File: src/rtl/capture_sequencer.sv
// capture_sequencer: circular sample-RAM capture with post-trigger delay and oldest-first readout.
// Optional macro CAPTURE_SEQ_TRIG_ADDR_EN adds trig_addr, the RAM address of the trigger sample.
module capture_sequencer #(
    parameter int WIDTH  = 8,
    parameter int ADDR_W = 10
) (
    input  logic              clock,
    input  logic              reset,
    input  logic              arm,
    input  logic              abort,
    input  logic              sample_valid,
    input  logic [WIDTH-1:0]  sample_in,
    input  logic              trigger_hit,
    input  logic [ADDR_W-1:0] delay_count,
    output logic              mem_we,
    output logic [ADDR_W-1:0] mem_addr,
    output logic [WIDTH-1:0]  mem_wdata,
    input  logic [WIDTH-1:0]  mem_rdata,
    input  logic              rd_start,
    output logic [WIDTH-1:0]  rd_data,
    output logic              rd_valid,
    output logic              rd_last,
    input  logic              rd_ready,
    output logic              armed,
    output logic              triggered,
`ifdef CAPTURE_SEQ_TRIG_ADDR_EN
    output logic              done,
    output logic [ADDR_W-1:0] trig_addr
`else
    output logic              done
`endif
);

    typedef enum logic [2:0] {
        S_IDLE,
        S_ARMED,
        S_POST,
        S_DONE,
        S_RD_ADDR,
        S_RD_DATA
    } state_t;

    localparam logic [ADDR_W-1:0] PTR_ONE  = ADDR_W'(1);
    localparam logic [ADDR_W:0]   REM_ONE  = (ADDR_W+1)'(1);
    localparam logic [ADDR_W:0]   REM_FULL = {1'b1, {ADDR_W{1'b0}}};

    state_t            state;
    logic [ADDR_W-1:0] wr_ptr;
    logic [ADDR_W-1:0] rd_ptr;
    logic [ADDR_W-1:0] post_cnt;
    logic [ADDR_W:0]   rd_rem;
    logic              wrapped;
    logic              rd_fresh;
    logic [WIDTH-1:0]  rd_hold;
    logic              capturing;
    logic              wr_fire;

    // The RAM word is live only in the first RD_DATA cycle; afterwards the held copy is shown.
    always_comb begin
        capturing = (state == S_ARMED) || (state == S_POST);
        wr_fire   = capturing && sample_valid && !abort && !reset;
        rd_valid  = (state == S_RD_DATA) && !abort && !reset;
        mem_we    = wr_fire;
        mem_wdata = wr_fire ? sample_in : '0;
        mem_addr  = '0;
        if (capturing) begin
            mem_addr = wr_ptr;
        end else if ((state == S_RD_ADDR) || (state == S_RD_DATA)) begin
            mem_addr = rd_ptr;
        end
        rd_data = '0;
        if (rd_valid) begin
            rd_data = rd_fresh ? mem_rdata : rd_hold;
        end
        rd_last   = rd_valid && (rd_rem == REM_ONE);
        armed     = (state == S_ARMED);
        triggered = (state == S_POST) || (state == S_DONE);
        done      = (state == S_DONE);
    end

    always_ff @(posedge clock) begin
        if (reset) begin
            state    <= S_IDLE;
            wr_ptr   <= '0;
            wrapped  <= 1'b0;
            post_cnt <= '0;
            rd_ptr   <= '0;
            rd_rem   <= '0;
            rd_fresh <= 1'b0;
            rd_hold  <= '0;
`ifdef CAPTURE_SEQ_TRIG_ADDR_EN
            trig_addr <= '0;
`endif
        end else if (abort) begin
            state    <= S_IDLE;
            rd_fresh <= 1'b0;
        end else begin
            case (state)
                S_IDLE: begin
                    if (arm) begin
                        state   <= S_ARMED;
                        wr_ptr  <= '0;
                        wrapped <= 1'b0;
`ifdef CAPTURE_SEQ_TRIG_ADDR_EN
                        trig_addr <= '0;
`endif
                    end
                end
                S_ARMED: begin
                    if (sample_valid) begin
                        wr_ptr <= wr_ptr + PTR_ONE;
                        if (wr_ptr == '1) wrapped <= 1'b1;
                        if (trigger_hit) begin
`ifdef CAPTURE_SEQ_TRIG_ADDR_EN
                            trig_addr <= wr_ptr;
`endif
                            if (delay_count == '0) begin
                                state <= S_DONE;
                            end else begin
                                post_cnt <= delay_count;
                                state    <= S_POST;
                            end
                        end
                    end
                end
                S_POST: begin
                    if (sample_valid) begin
                        wr_ptr <= wr_ptr + PTR_ONE;
                        if (wr_ptr == '1) wrapped <= 1'b1;
                        if (post_cnt == PTR_ONE) state <= S_DONE;
                        else post_cnt <= post_cnt - PTR_ONE;
                    end
                end
                S_DONE: begin
                    if (rd_start) begin
                        rd_ptr <= wrapped ? wr_ptr : '0;
                        rd_rem <= wrapped ? REM_FULL : {1'b0, wr_ptr};
                        state  <= S_RD_ADDR;
                    end
                end
                S_RD_ADDR: begin
                    rd_fresh <= 1'b1;
                    state    <= S_RD_DATA;
                end
                S_RD_DATA: begin
                    rd_fresh <= 1'b0;
                    if (rd_fresh) rd_hold <= mem_rdata;
                    if (rd_ready) begin
                        rd_ptr <= rd_ptr + PTR_ONE;
                        rd_rem <= rd_rem - REM_ONE;
                        state  <= (rd_rem == REM_ONE) ? S_IDLE : S_RD_ADDR;
                    end
                end
                default: state <= S_IDLE;
            endcase
        end
    end

endmodule

File: config.mk
export PLATFORM = sky130hd
export DESIGN_NAME = capture_sequencer
export DESIGN_NICKNAME = d
export VERILOG_FILES = /design/src/rtl/capture_sequencer.sv
export SDC_FILE = /design/constraint.sdc
export NUM_CORES = 1
export LEC_CHECK = 0
export ABC_AREA = 1
export BUFFER_PORTS_ARGS = -buffer_cell sky130_fd_sc_hd__buf_2
export CORE_UTILIZATION = 50
export DETAILED_ROUTE_END_ITERATION = 8
export GPL_TIMING_DRIVEN = 0
export PLACE_DENSITY = 0.73
export SYNTH_ARGS = -nofsm -noshare
export SYNTH_HDL_FRONTEND = slang
export SYNTH_SLANG_ARGS = --single-unit
export TNS_END_PERCENT = 1
File: constraint.sdc
create_clock -name clock -period 2.18 [get_ports clock]
set_input_delay 0 -clock clock [delete_from_list [all_inputs] [get_ports clock]]
set_output_delay 0 -clock clock [all_outputs]
set_load 0.02 [all_outputs]
==> flow_summary.toml, run 1 <==
[setup_path]
crit_arrival_ns = 2.04
cpPeakStageDelay_ns = 0.43
end_kind = "output pin"
crit-reg2reg-launch = "state[1]"
crit_chain = "inv_2 > nor2_1 > inv_1 > o22ai_1 > buf_2"
rrSetupSlack_ns = 0.35
crit_slowest_cell = "nor2_1"
worst-setup-path-type = "flop to output pin"
worstPathRequired_ns = 2.18
worstPathMaxFanout = 8
worstRegToRegCells = 10
reg2reg_to = "rd_ptr[8]"
cp_top_family = "buffers and inverters"
start_kind = "flop"
crit_buf_inv = 3
cp.depth = 5
critical_path.startpoint = "state[2]"
endpoint = "mem_addr[9]"

[power]
ir_drop_uv = 310.4
power_uw = 1963
leakage_uw = 0.001886
power_density_nw_per_um2 = 474.6

[synthesis]
synth_warnings = 0
ys_seq_area_share_pct = 30.15
syn_area_sq_um = 3586
synthDistinctLibCells = 34
syn_inst = 594
syn_nets = 634
synth_area_per_cell_sq_um = 6.037
yosys_register_bits = 54

[floorplanning]
die_width_um = 86.69
die-area_sq_um = 7514
die_h_um = 86.69
coreArea_sq_um = 6869
rows = 30
io_pins = 66
initial_core_util_pct = 52.20

[finish]
antenna_cells = 0
final_cell_mix = "nand2_1 (127), nor2_1 (98), inv_1 (79)"
syn_to_final_growth_pct = 15.35
post-route-util_pct = 60.22
stdcell_count = 763
final_common_cell = "nand2_1"
drive_gt1_share_pct = 14.54
nNetsFinal = 706
final_area_sq_um = 4136

[grt]
grtUsageTotal_pct = 28.22
grt_pass1_vias = 3547
grt_pass1_wl_mm = 16.71
grt-ovfl-total = 0
grt_start_max_net_pins = 18
grt_antenna_before_repair = 0

[place]
dp_hpwl_mm = 7.475
routabilityCongestion = 0.9331
io_buffers = 65
place_area_sq_um = 4031
dpl.cell_count = 755

[route]
ant_nets = 0
drtIter0Drc = 362
routed_wl_mm = 10.12
post_drt_wl_per_cell_um = 13.26
route.detailed.drc = 0
firstDrtPassIters = 4
vias = 4024
via_per_inst = 5.274

[sta]
slew_headroom_pct = 50.48
setup-tns-final_ns = 0
worstMarginPinSlew_ns = 0.7428
finalCritPeriodShare_pct = 93.57
slew_violations = 0
fmax_mhz = 490.2
hold_violations = 0
final-setup-viol-count = 0
rsz0062_at_grt = "false"
finalClockSkew_ns = 0.01084
post-route-min-period_ns = 2.040

[clock_tree]
cts_buffers = 5
clockBufferDepth = 2
clock_sinks = 54
cts-root-buf = "clkbuf_8"
ctsResizeCount = 0
cts_setup_buffers = 0
tritoncts = "yes"
htree_levels = 2
clock_latency_ns = 0.32
clkTransAtPathRegs_ns = 0.11

[run_status]
outcome = "finished clean"

[flow_run]
maxCapViolCount = 0

[min_path]
hp-class = "input port to flop"
worst min path at each step:
stage	from	end	slack, ns	cells past startpoint
finish	mem_rdata[4]	rd_hold[4]	0.008	3
global route	mem_rdata[4]	rd_hold[4]	0.02	3
CTS	mem_rdata[4]	rd_hold[4]	0.009	3
detailed placement	sample_in[5]	mem_wdata[5]	0.31	4
global placement	sample_in[2]	mem_wdata[2]	0.31	4
floorplan	reset	mem_we	0.09	1
through the flow:
| step | worst slack, ns | hold slack (ns) |
|---|---|---|
| after global routing | 0.04204 | 0.02168 |
| after detailed placement | 0.3926 | 0.3145 |
| after global placement | 0.4016 | 0.3087 |
| final | 0.1401 | 0.008200 |
| after CTS | 0.1974 | 0.008919 |
| after floorplan | 0.4949 | 0.08687 |
cells by family (layout without fill, tap and decap cells):
| kind of cell | Yosys count | after routing | share of synthesized area (%) |
|---|---|---|---|
| flip-flops | 54 | 54 | 30.15 |
| buffers and inverters | 106 | 179 | 11.58 |
| AO/OA/AOI/OAI | 130 | 130 | 19.61 |
| XOR/XNOR | 9 | 9 | 2.198 |
| AND/OR/NAND/NOR | 288 | 288 | 34.09 |
| adder cells (fa/ha/maj) | 6 | 6 | 2.093 |
| multiplexers | 1 | 1 | 0.2791 |
cell usage after synthesis:
library cell / count / area share [%]
xnor2_1: 1 / 0.24
mux2i_1: 1 / 0.28
a211oi_2: 1 / 0.35
buf_4: 1 / 0.21
nand3_1: 36 / 5.0
nor2_4: 3 / 0.94
clkinv_1: 1 / 0.10
inv_1: 79 / 8.3
xor2_1: 8 / 2.0
o31ai_1: 3 / 0.63
nor3b_1: 1 / 0.21
nand2_1: 127 / 13
o21ai_1: 1 / 0.14
nand2_4: 1 / 0.31
buf_2: 5 / 0.70
dfxtp_1: 54 / 30
nor3_1: 6 / 0.84
buf_6: 1 / 0.31
nand3_2: 1 / 0.28
clkbuf_1: 13 / 1.4
o21ai_0: 46 / 6.4
or2_2: 2 / 0.35
nand4_1: 11 / 1.9
o211a_1: 1 / 0.28
ha_1: 6 / 2.1
nand3_4: 1 / 0.49
inv_2: 6 / 0.63
o21ai_2: 1 / 0.24
a21oi_1: 57 / 8.0
o22ai_1: 17 / 3.0
nor2_2: 1 / 0.17
o21a_1: 1 / 0.21
nor2_1: 98 / 10
a21boi_0: 2 / 0.42
tightest hold or removal path, stage by stage:
cell     delay, ns
buf_2         0.07
a21oi_1       0.07
o22ai_1       0.15
power breakdown:
part	leakage, uW	switching, uW	internal, uW
Clock	0.0000478	360	263
Combinational	0.00140	214	105
Sequential	0.000436	19.5	1000
layout make-up:
cell class / instances / area (sq um)
multi-input cells: 434 / 2090
well taps: 96 / 120.1
clock inverters: 2 / 16.27
clock buffers: 6 / 82.58
repair buffers: 66 / 335.3
flip-flops and latches: 54 / 1081
plain buffers: 19 / 88.84
fillers: 689 / 2733
inverters: 86 / 322.8
routing by layer:
layer	vias up	part of all wire [%]	GRT usage, %
met5	-	0	0
li1	2059	-	-
met1	1774	46	37.83
met4	0	2.4	10.00
met2	168	45	46.46
met3	23	7.3	3.905
sequential cells by signal, indices dropped and copies added, names as in the netlist:
register	flops
state	3
rd_fresh	1
rd_rem	11
wrapped	1
post_cnt	10
rd_hold	8
wr_ptr	10
rd_ptr	10
timing repair:
action                     CTS  global route
hold endpoints to repair     1             0
setup endpoints to repair    0             8
hold buffers                 1             0
(Power assumes the default switching activity.)
==> run 2: changes to the inputs <==
--- a/config.mk
+++ b/config.mk
@@ -7,10 +7,12 @@
 export LEC_CHECK = 0
 export ABC_AREA = 1
 export BUFFER_PORTS_ARGS = -buffer_cell sky130_fd_sc_hd__buf_2
-export CORE_UTILIZATION = 50
+export CELL_PAD_IN_SITES_DETAIL_PLACEMENT = 0
+export CELL_PAD_IN_SITES_GLOBAL_PLACEMENT = 1
+export CORE_UTILIZATION = 41
 export DETAILED_ROUTE_END_ITERATION = 8
 export GPL_TIMING_DRIVEN = 0
-export PLACE_DENSITY = 0.73
+export PLACE_DENSITY_LB_ADDON = 0.1
 export SYNTH_ARGS = -nofsm -noshare
 export SYNTH_HDL_FRONTEND = slang
 export SYNTH_SLANG_ARGS = --single-unit
==> run 2 against run 1 <==
  * Flip-flop and latch count did not move
  * Register-to-register slack barely moved
  * Via count fell by 1.3%
  * Utilization fell by 10 points
  * Sequential power barely moved
  * Worst hold slack improved by 0.015 ns
==> flow_summary.toml, run 2 (synthesis results as in run 1) <==
[setup_path]
cp.depth = 7
worstRegToRegCells = 10
start_kind = "flop"
crit-reg2reg-launch = "state[1]"
critPathMostFrequentCell = "a21oi_1"
cp_top_family = "buffers and inverters"
worstPathMaxFanout = 10
crit_slowest_cell = "clkbuf_1"
crit_chain = "inv_2 > nand3_4 > nand2_4 > clkbuf_1 > a21oi_1 > a21oi_1 > buf_2"
critical_path.startpoint = "state[2]"
crit_buf_inv = 3
end_kind = "output pin"
worst-setup-path-type = "flop to output pin"
crit_arrival_ns = 2.01
worstPathRequired_ns = 2.18
cpPeakStageDelay_ns = 0.42

[sta]
slew_violations = 0
rsz0062_at_grt = "false"
fmax_mhz = 497.4
final-setup-viol-count = 0
worstMarginPinSlew_ns = 0.7382
hold_violations = 0
finalCritPeriodShare_pct = 92.23
finalClockSkew_ns = 0.01184
post-route-min-period_ns = 2.011
setup-tns-final_ns = 0
slew_headroom_pct = 50.79
hold_slack_ns = 0.02283

[clock_tree]
clock_latency_ns = 0.31
cts_buffers = 5
clockBufferDepth = 2
tritoncts = "yes"
cts_setup_buffers = 0
clkTransAtPathRegs_ns = 0.10
cts-root-buf = "clkbuf_8"
clock_sinks = 54
htree_levels = 2

[finish]
drive_gt1_share_pct = 14.54
syn_to_final_growth_pct = 16.05
nNetsFinal = 706
stdcell_count = 772
post-route-util_pct = 49.90
final_common_cell = "nand2_1"
final_area_sq_um = 4161
top_register = "rd_rem"
antenna_cells = 0
largest_register_ffs = 11
fillCellCount = 928
final_cell_mix = "nand2_1 (127), nor2_1 (97), inv_1 (79)"

[floorplanning]
initial_core_util_pct = 42.99
die_width_um = 95.52
die_h_um = 95.52
coreArea_sq_um = 8341
rows = 33
die-area_sq_um = 9124
io_pins = 66

[power]
leakage_uw = 0.001889
power_density_nw_per_um2 = 491.3
ir_drop_uv = 284.9

[route]
route.detailed.drc = 0
ant_nets = 0
routed_wl_mm = 10.42
via_per_inst = 5.145
vias = 3972
firstDrtPassIters = 5
post_drt_wl_per_cell_um = 13.50
drtIter0Drc = 179

[min_path]
hp-class = "input port to flop"
hp-start = "mem_rdata[2]"
hold_depth = 3

[grt]
grt_start_max_net_pins = 17
grtUsageTotal_pct = 23.55
grt_pass1_vias = 3501
grt_antenna_before_repair = 0
grt_pass1_wl_mm = 16.62
grt-ovfl-total = 0

[flow_run]
maxCapViolCount = 0

[place]
place_area_sq_um = 4043
io_buffers = 65
dpl.cell_count = 764
dp_hpwl_mm = 7.815
routabilityCongestion = 0.8458

[run_status]
outcome = "finished clean"
[run 2: cell count changes in the layout (fill, tap and decap cells not counted)]
cell       change
inv_6          -1
clkbuf_1       +1
nor2_1         -1
nor2_2         +1
clkbuf_8       -1
bufinv_16      +1
[run 2: cell type report]
type / count / area (sq um) / share of cell area, %
repair buffers: 66 / 335.3 / 8.058
inverters: 86 / 322.8 / 7.757
multi-input cells: 434 / 2092 / 50.27
clock buffers: 6 / 72.57 / 1.744
plain buffers: 19 / 88.84 / 2.135
flip-flops and latches: 54 / 1081 / 25.98
well taps: 105 / 131.4 / 3.157
clock inverters: 2 / 37.54 / 0.9020
[run 2: final timing paths]
| check | slack (ns) | to |
|---|---|---|
| worst min register to register | 0.48 | rd_hold[7] |
| worst max register to register | 0.34 | rd_rem[5] |
| worst min-delay path | 0.02 | rd_hold[2] |
| worst max-delay path | 0.17 | mem_addr[0] |
[run 2: worst min-delay path, stage by stage]
cell,delay (ns)
buf_2,0.07
a21oi_1,0.07
o22ai_1,0.15
[run 2: what timing repair did]
item | CTS | global route
hold buffers | 1 | 0
endpoints found under the setup margin | 0 | 11
hold endpoints to repair | 1 | 0
gates resized for setup | 0 | 1
[run 2: layer usage]
layer	track usage, %	vias to the layer above	part of all wire (%)
li1	-	2059	-
met1	30.69	1793	47
met2	40.36	108	46
met3	2.791	12	4.9
met4	7.338	0	1.6
met5	0	-	0
[run 2: per-stage QoR]
step	worst slack (ns)	total power [uW]
after floorplan	0.4949	1255
after global placement	0.3625	1360
after detailed placement	0.3700	1361
after CTS	0.1586	2067
after global routing	0.04753	2140
final	0.1694	2045
[run 2: power by group]
part           leakage (uW)  internal, uW  switching (uW)
clock             0.0000514           344             359
combinational       0.00140           105             215
sequential         0.000436          1000            19.6
==> run 3: changes to the inputs <==
--- a/config.mk
+++ b/config.mk
@@ -6,13 +6,13 @@
 export NUM_CORES = 1
 export LEC_CHECK = 0
 export ABC_AREA = 1
-export BUFFER_PORTS_ARGS = -buffer_cell sky130_fd_sc_hd__buf_2
+export BUFFER_PORTS_ARGS = -buffer_cell sky130_fd_sc_hd__buf_4
 export CELL_PAD_IN_SITES_DETAIL_PLACEMENT = 0
 export CELL_PAD_IN_SITES_GLOBAL_PLACEMENT = 1
 export CORE_UTILIZATION = 41
 export DETAILED_ROUTE_END_ITERATION = 8
 export GPL_TIMING_DRIVEN = 0
-export PLACE_DENSITY_LB_ADDON = 0.1
+export PLACE_DENSITY = 0.82
 export SYNTH_ARGS = -nofsm -noshare
 export SYNTH_HDL_FRONTEND = slang
 export SYNTH_SLANG_ARGS = --single-unit
==> run 3 against run 2 <==
  * Die area is the same
  * Global-route usage grew 1.2 points
  * Sequential share of layout area fell by 0.94 points
==> flow_summary.toml, run 3 (synthesis results as in run 1) <==
[grt]
grt_antenna_before_repair = 0
busiest_layer = "met2"
grt_start_max_net_pins = 16
grt_pass1_wl_mm = 17.39
use_met2_pct = 42.14
grtUsageTotal_pct = 24.72
grtUsageMet1_pct = 32.45
grt_pass1_vias = 3607
grt-ovfl-total = 0
grt_use_met3_pct = 3.349

[power]
p_int_uw = 1473
leakage_uw = 0.001915
power_frac_seq_pct = 49.7
p_sw_uw = 585.3
combPwrFrac_pct = 16.5
ir_drop_uv = 307.0
power_density_nw_per_um2 = 476.6
clkPwrFrac_pct = 33.8
p_sw_share_pct = 28.44

[setup_path]
worstPathMaxFanout = 8
worstPathRequired_ns = 2.18
crit_arrival_ns = 2.00
worst-setup-path-type = "flop to output pin"
end_kind = "output pin"
start_kind = "flop"
rrSetupSlack_ns = 0.35

[place]
io_buffers = 65
routabilityCongestion = 0.8952
dp_hpwl_mm = 7.982

[clock_tree]
clkTransAtPathRegs_ns = 0.10
clockBufferDepth = 2
cts-root-buf = "clkbuf_8"
clock_sinks = 54
cts_buffers = 5
tritoncts = "yes"
clock_latency_ns = 0.32
ctsResizeCount = 0
htree_levels = 2

[flow_run]
maxCapViolCount = 0

[finish]
syn_to_final_growth_pct = 20.41
nNetsFinal = 706
antenna_cells = 0
largest_register_ffs = 11
top_register = "rd_rem"
post-route-util_pct = 51.77
final_cell_mix = "nand2_1 (127), nor2_1 (98), inv_1 (79)"
drive_gt1_share_pct = 14.24
final_common_cell = "nand2_1"

[floorplanning]
die_h_um = 95.52
coreArea_sq_um = 8341
die-area_sq_um = 9124
initial_core_util_pct = 42.99
die_width_um = 95.52
rows = 33
io_pins = 66

[sta]
post-route-min-period_ns = 1.996
finalClockSkew_ns = 0.01031
slew_headroom_pct = 50.44
worstMarginPinSlew_ns = 0.7434
final-setup-viol-count = 0
fmax_mhz = 500.9
hold_violations = 0
slew_violations = 0
finalCritPeriodShare_pct = 91.58
rsz0062_at_grt = "false"
setup-tns-final_ns = 0

[route]
via_per_inst = 5.212
vias = 4024
firstDrtPassIters = 5
routed_wl_mm = 10.65
post_drt_wl_per_cell_um = 13.80
route.detailed.drc = 0
ant_nets = 0
drtIter0Drc = 215

[min_path]
hp-class = "input port to flop"

[run_status]
outcome = "finished clean"
==> run 3: cell count changes in the layout (fill, tap and decap cells not counted), sizes merged <==
cell,delta
clkbuf,+1
clkinvlp,-1
==> run 3: stage by stage <==
| stage | worst slack (ns) | total power (uW) | instance area [sq um] | std cells | hold WS, ns |
|---|---|---|---|---|---|
| 2_1_floorplan | 0.4949 | 1255 | 3586 | 594 | 0.08687 |
| 3_3_place_gp | 0.3616 | 1380 | 4205 | 764 | 0.3066 |
| 3_5_place_dp | 0.3573 | 1381 | 4205 | 764 | 0.3226 |
| 4_1_cts | 0.1710 | 2075 | 4322 | 773 | 0.01160 |
| 5_1_grt | 0.04846 | 2166 | 4318 | 772 | 0.01297 |
| 6_report | 0.1835 | 2058 | 4318 | 772 | 0.01716 |
==> run 3: area by class of cell <==
type | instances | area, sq um
buffer | 19 | 88.84
clock buffer | 7 | 76.32
clock inverter | 1 | 30.03
fill | 914 | 4023
inverter | 86 | 322.8
multi-input combinational | 434 | 2090
sequential | 54 | 1081
tap | 105 | 131.4
timing repair buffer | 66 | 498.0
==> run 3: final timing paths <==
check / end / from / cells past startpoint
setup / recovery: mem_addr[3] / state[2] / 5
hold / removal: rd_hold[5] / mem_rdata[5] / 3
setup reg to reg: rd_rem[5] / state[1] / 10
hold reg to reg: post_cnt[9] / post_cnt[9] / 2
==> run 3: worst max-delay path, cell delays in order, from the launching register on <==
cell	delay (ns)
dfxtp_1	0.41
inv_2	0.13
nor2_1	0.45
inv_1	0.27
o22ai_1	0.25
buf_4	0.18
==> run 3: power by group through the flow <==
stage	clock [uW]	combinational (uW)	sequential [uW]
floorplan	0	216	1040
global placement	0	336	1040
detailed placement	0	337	1040
CTS	714	339	1020
global route	756	385	1030
finish	697	339	1020
==> run 3: per-layer routing <==
layer | vias up | share of wire, %
met5 | - | 0
met4 | 0 | 1.6
met2 | 101 | 46
met1 | 1849 | 47
met3 | 13 | 5.2
li1 | 2061 | -
==> run 3: timing repair <==
| action | CTS | global route |
|---|---|---|
| hold buffers | 1 | 0 |
| hold endpoints to repair | 1 | 0 |
| setup buffers | 0 | 0 |
| endpoints found under the setup margin | 0 | 9 |
